### src/rtl/fetch_pc_predictor.sv
// Fetch PC generator with a bimodal (2-bit counter) conditional-branch predictor.
// Prediction is combinational on fetch_pc/instr; redirects land one cycle later; ena=0 stalls fetch.
module fetch_pc_predictor #(
  parameter logic [31:0] RESET_PC    = 32'h0000_0000,
  parameter int          BHT_ENTRIES = 64,
  parameter int          IDX_W       = $clog2(BHT_ENTRIES),
  parameter logic [1:0]  INIT_CNT    = 2'b01
) (
  input  logic        clk,
  input  logic        reset,
  input  logic        ena,
  input  logic [31:0] instr,
  input  logic        redir_wr,
  input  logic [31:0] redir_pc,
  input  logic        upd_valid,
  input  logic [31:0] upd_pc,
  input  logic        upd_taken,
  output logic [31:0] fetch_pc,
  output logic        fetch_valid,
  output logic        pred_taken,
  output logic [31:0] pred_target
);

  localparam logic [6:0] OP_BRANCH = 7'b1100011;

  typedef struct packed {
    logic        is_branch;
    logic [31:0] bimm;
  } predec_t;

  predec_t          pd;
  logic [1:0]       cnt [BHT_ENTRIES];
  logic [IDX_W-1:0] idx;
  logic [IDX_W-1:0] uidx;
  logic [1:0]       upd_cur;
  logic [1:0]       upd_next;
  logic [31:0]      next_pc;
  logic             next_valid;

  // Bits outside the opcode/B-immediate fields and outside the table index are don't-care.
  logic unused_bits;
  assign unused_bits = ^{instr[24:12], upd_pc[31:IDX_W+2], upd_pc[1:0]};

  always_comb begin
    pd           = '0;
    pd.is_branch = (instr[6:0] == OP_BRANCH);
    pd.bimm      = {{19{instr[31]}}, instr[31], instr[7], instr[30:25], instr[11:8], 1'b0};
  end

  assign idx         = fetch_pc[IDX_W+1:2];
  assign pred_taken  = pd.is_branch & cnt[idx][1];
  assign pred_target = fetch_pc + pd.bimm;

  // Saturating counter step for the retiring branch; lookup never sees this value the same cycle.
  assign uidx    = upd_pc[IDX_W+1:2];
  assign upd_cur = cnt[uidx];

  always_comb begin
    upd_next = upd_cur;
    if (upd_taken) begin
      if (upd_cur != 2'b11) upd_next = upd_cur + 2'b01;
    end else begin
      if (upd_cur != 2'b00) upd_next = upd_cur - 2'b01;
    end
  end

  always_ff @(posedge clk or posedge reset) begin
    if (reset) begin
      for (int i = 0; i < BHT_ENTRIES; i++) cnt[i] <= INIT_CNT;
    end else if (upd_valid) begin
      cnt[uidx] <= upd_next;
    end
  end

  // Redirect beats stall, stall beats prediction; a redirect always inserts one bubble.
  always_comb begin
    next_pc    = fetch_pc;
    next_valid = fetch_valid;
    if (redir_wr) begin
      next_pc    = redir_pc;
      next_valid = 1'b0;
    end else if (!ena) begin
      next_pc    = fetch_pc;
      next_valid = fetch_valid;
    end else if (pred_taken) begin
      next_pc    = pred_target;
      next_valid = 1'b1;
    end else begin
      next_pc    = fetch_pc + 32'd4;
      next_valid = 1'b1;
    end
  end

  always_ff @(posedge clk or posedge reset) begin
    if (reset) begin
      fetch_pc    <= RESET_PC;
      fetch_valid <= 1'b0;
    end else begin
      fetch_pc    <= next_pc;
      fetch_valid <= next_valid;
    end
  end

endmodule

### config.mk
export PLATFORM = sky130hd
export DESIGN_NAME = fetch_pc_predictor
export DESIGN_NICKNAME = d
export VERILOG_FILES = /design/src/rtl/fetch_pc_predictor.sv
export SDC_FILE = /design/constraint.sdc
export NUM_CORES = 1
export LEC_CHECK = 0
export ABC_CLOCK_PERIOD_IN_PS = 5550
export CORE_MARGIN = 2
export CORE_UTILIZATION = 55
export CTS_CLUSTER_SIZE = 40
export DETAILED_ROUTE_END_ITERATION = 8
export GPL_TIMING_DRIVEN = 0
export HOLD_SLACK_MARGIN = 0.05
export PLACE_DENSITY = 0.81
export SLEW_MARGIN = 20
export SYNTH_ARGS = -nofsm -noshare
export SYNTH_HDL_FRONTEND = slang
export SYNTH_SLANG_ARGS = --single-unit
export TNS_END_PERCENT = 5
### constraint.sdc
create_clock -name clk -period 5.55 [get_ports clk]
set_input_delay 0.555 -clock clk [delete_from_list [all_inputs] [get_ports clk]]
set_output_delay 0.555 -clock clk [all_outputs]
set_load 0.01 [all_outputs]
==> out/results.txt <==
Status = finished, final reports clean
Hold Crit Depth = 2
Leakage power = 5.32 nW
IO buf count = 125
Worst R2R End = fetch_pc[17]
Gr usage total = 34.7%
Min cycle time layout = 4990 ps
Layout net count = 1430
Initial antenna violation count = 0
RR Startpoint = fetch_pc[2]
Antenna violation net count after detailed routing = 0
Ys async rst share = 100%
Die W = 145 um
Clock Pin Slew Worst Setup and Hold Paths = 70 ps
CP Launch Type = input pin
First-pass GRT wire length = 55100 um
Share of the synthesized area in the top cell type = 22.3%
Slew Limit Fails = 0
Largest net degree at the start of global routing = 91
Flops & latches, synth = 161
Slew @ Worst Pin = 1190 ps
Synth cell types = 78
Leading area contributor after synthesis = dfrtp_1
Largest cells by area after synthesis = dfrtp_1 (22%), dfstp_2 (15%), mux2_2 (8.6%), mux4_2 (6.8%), nand2_1 (5.6%)
Syn Nets = 1283
Worst Skew = 17.1 ps
Setup slack, reg-to-reg = 1980 ps
Reg2reg path depth = 11
Ports = 168
Layout fillers = 1513
Max Cap Viol = 0
CTS max path bufs = 2
Critical Path End = pred_target[31]
Crit-path max FO = 4
CTS buffer count = 17
Setup CP Type = in2out
Gr ovfl total = 0
Hold Path Class = reg2reg
Clock sinks = 161
Multi-input gate area = 6320 sq um
Post-DP HPWL = 26600 um
CTS Hold Bufs = 0
Mapped Area = 10900 sq um
Layout area overhead = 20.8%
Drt total wl = 36100 um
GRT met1 Usage = 47.8%
Die height = 145 um
Core box area = 19500 sq um
Avg Inst Size Synth = 9.48 sq um
Routed len/inst = 22.9 um
M3 GR Usage = 6.48%
Placed Cells = 1542
N_diodes = 0
PwrDens = 311 nW/um^2
Fmax = 200 MHz
Final Instance Area = 13200 sq um
Vias in the first global route = 9793
Worst-Skew Late Latency = 440 ps
Grt met2 use = 53.4%
Slew headroom = 19.4%
Main synth FF type = dfrtp_1
Iter 0 DRT Violations = 1178
Worst VDD drop = 0.000250 V
FF/Latch Area = 4110 sq um
Vias = 10200
Vias/cell = 6.49
Placer Congestion = 0.973
Placed Area = 12500 sq um
DRC viols = 0
EDFF count, synth = 0
Yosys warns = 0
Die area = 21000 sq um
Number of core rows = 51
Crit path capture type = output port
Crit path DAT = 4440 ps
Detailed Routing Iterations Pass 1 = 8
Layout cells sized above 1 = 21.2%
RSZ-0062 raised after global routing = false
Clock root cell = clkbuf_16
Final hold violation count = 0
H-Tree Depth = 4
GR peak layer = met2
WP data required = 4990 ps
Sequential area share after synthesis = 37.7%
Crit share post-route = 90.0%
Cells after Synth = 1149
Final cell count without fillers = 1574
TritonCTS clock tree = built
Final setup fails = 0
Starting density of the core = 56.0%
Worst Setup SP = instr[8]
## per-stage QoR
stage / total power [mW] / hold WS (ps) / worst slack (ps) / TNS, ps / util (%)
after detailed placement: 2.80 / 487 / 255 / 0 / 64.4
after global placement: 2.76 / 479 / -1370 / -131560 / 64.1
after CTS: 4.07 / 504 / 244 / 0 / 67.6
final: 4.10 / 508 / 556 / 0 / 67.7
after global routing: 4.25 / 540 / 344 / 0 / 67.7
after floorplan: 2.28 / 460 / 753 / 0 / -
## worst max-delay path, cell delays in order
cell and delay [ps]:
clkdlybuf4s50_1 400, ha_1 320, fa_1 460, a211oi_1 420, o211ai_1 260, nand2_1 240, o211ai_1 220, a211oi_1 460
o311ai_0 270, xnor2_1 230, clkdlybuf4s50_1 590
## Yosys cell counts (all sizes together) (4+ instances only)
cell / instances
a211oi: 9
a21o: 15
a21oi: 72
a221oi: 12
a22o: 4
a22oi: 6
a31oi: 8
and2: 8
and3: 12
and3b: 5
buf: 39
clkbuf: 34
dfrtp: 97
dfstp: 64
ha: 31
inv: 24
mux2: 84
mux2i: 26
mux4: 33
nand2: 162
nand2b: 8
nand3: 33
nand3b: 6
nand4: 14
nor2: 96
nor2b: 6
nor3: 13
nor3b: 6
nor4: 7
o211ai: 11
o21a: 11
o21ai: 87
o22ai: 13
o311ai: 6
or2: 5
or3: 7
or4: 5
xnor2: 17
xor2: 13
## where the power goes
| part | switching, mW | total, mW | leakage [nW] | internal [mW] |
|---|---|---|---|---|
| Sequential | 0.156 | 1.56 | 1.92 | 1.41 |
| Clock | 0.553 | 1.28 | 0.298 | 0.725 |
| Combinational | 0.662 | 1.26 | 3.11 | 0.595 |
## registers in the layout, indices dropped and copies added, names as in the netlist
register     cells
cnt            128
fetch_pc        32
fetch_valid      1
## cell usage in the layout, fill, tap and decap left out, types with 33 or more instances in the layout
master | Yosys | final
dfrtp_1 | 97 | 97
nand3_1 | 33 | 33
nor2_1 | 96 | 96
dfstp_2 | 64 | 64
o21ai_0 | 86 | 86
mux4_2 | 33 | 33
nand2_1 | 162 | 162
a21oi_1 | 70 | 70
clkdlybuf4s50_1 | 0 | 124
mux2_2 | 83 | 83
## worst min path at each step
stage                     slack [ps]          end   startpoint
after CTS                        500  fetch_valid  fetch_valid
after global placement           480  fetch_valid  fetch_valid
final                            510      cnt[11]      cnt[11]
after global routing             540      cnt[37]      cnt[37]
after floorplan                  460     cnt[101]     cnt[101]
after detailed placement         490  fetch_valid  fetch_valid
## logic make-up after synthesis
kind of cell / Yosys count / synth area share (%)
flops: 161 / 37.7
simple gates: 399 / 17.1
xor+xnor: 30 / 2.41
mux: 143 / 17.9
buf+inv: 98 / 4.38
fa+ha+maj: 33 / 3.87
compound gates: 285 / 16.6
## layout make-up
type | instances | area share (%)
sequential | 161 | 31.2
clock buffer | 18 | 3.26
inverter | 25 | 0.770
timing repair buffer | 128 | 9.85
tap | 265 | 2.52
multi-input combinational | 890 | 48.0
buffer | 73 | 2.91
clock inverter | 14 | 1.45
## repair_timing
action / in CTS / in global routing
gates resized for setup: 0 / 1
endpoints found under the setup margin: 0 / 1
buffers inserted: 0 / 0
## routing by layer
layer / routed length [um] / part of all wire, %
met3: 3850 / 11
met5: 0 / 0
met4: 1570 / 4.4
met2: 16300 / 45
met1: 14400 / 40
Power figures use the tool's default switching activity.
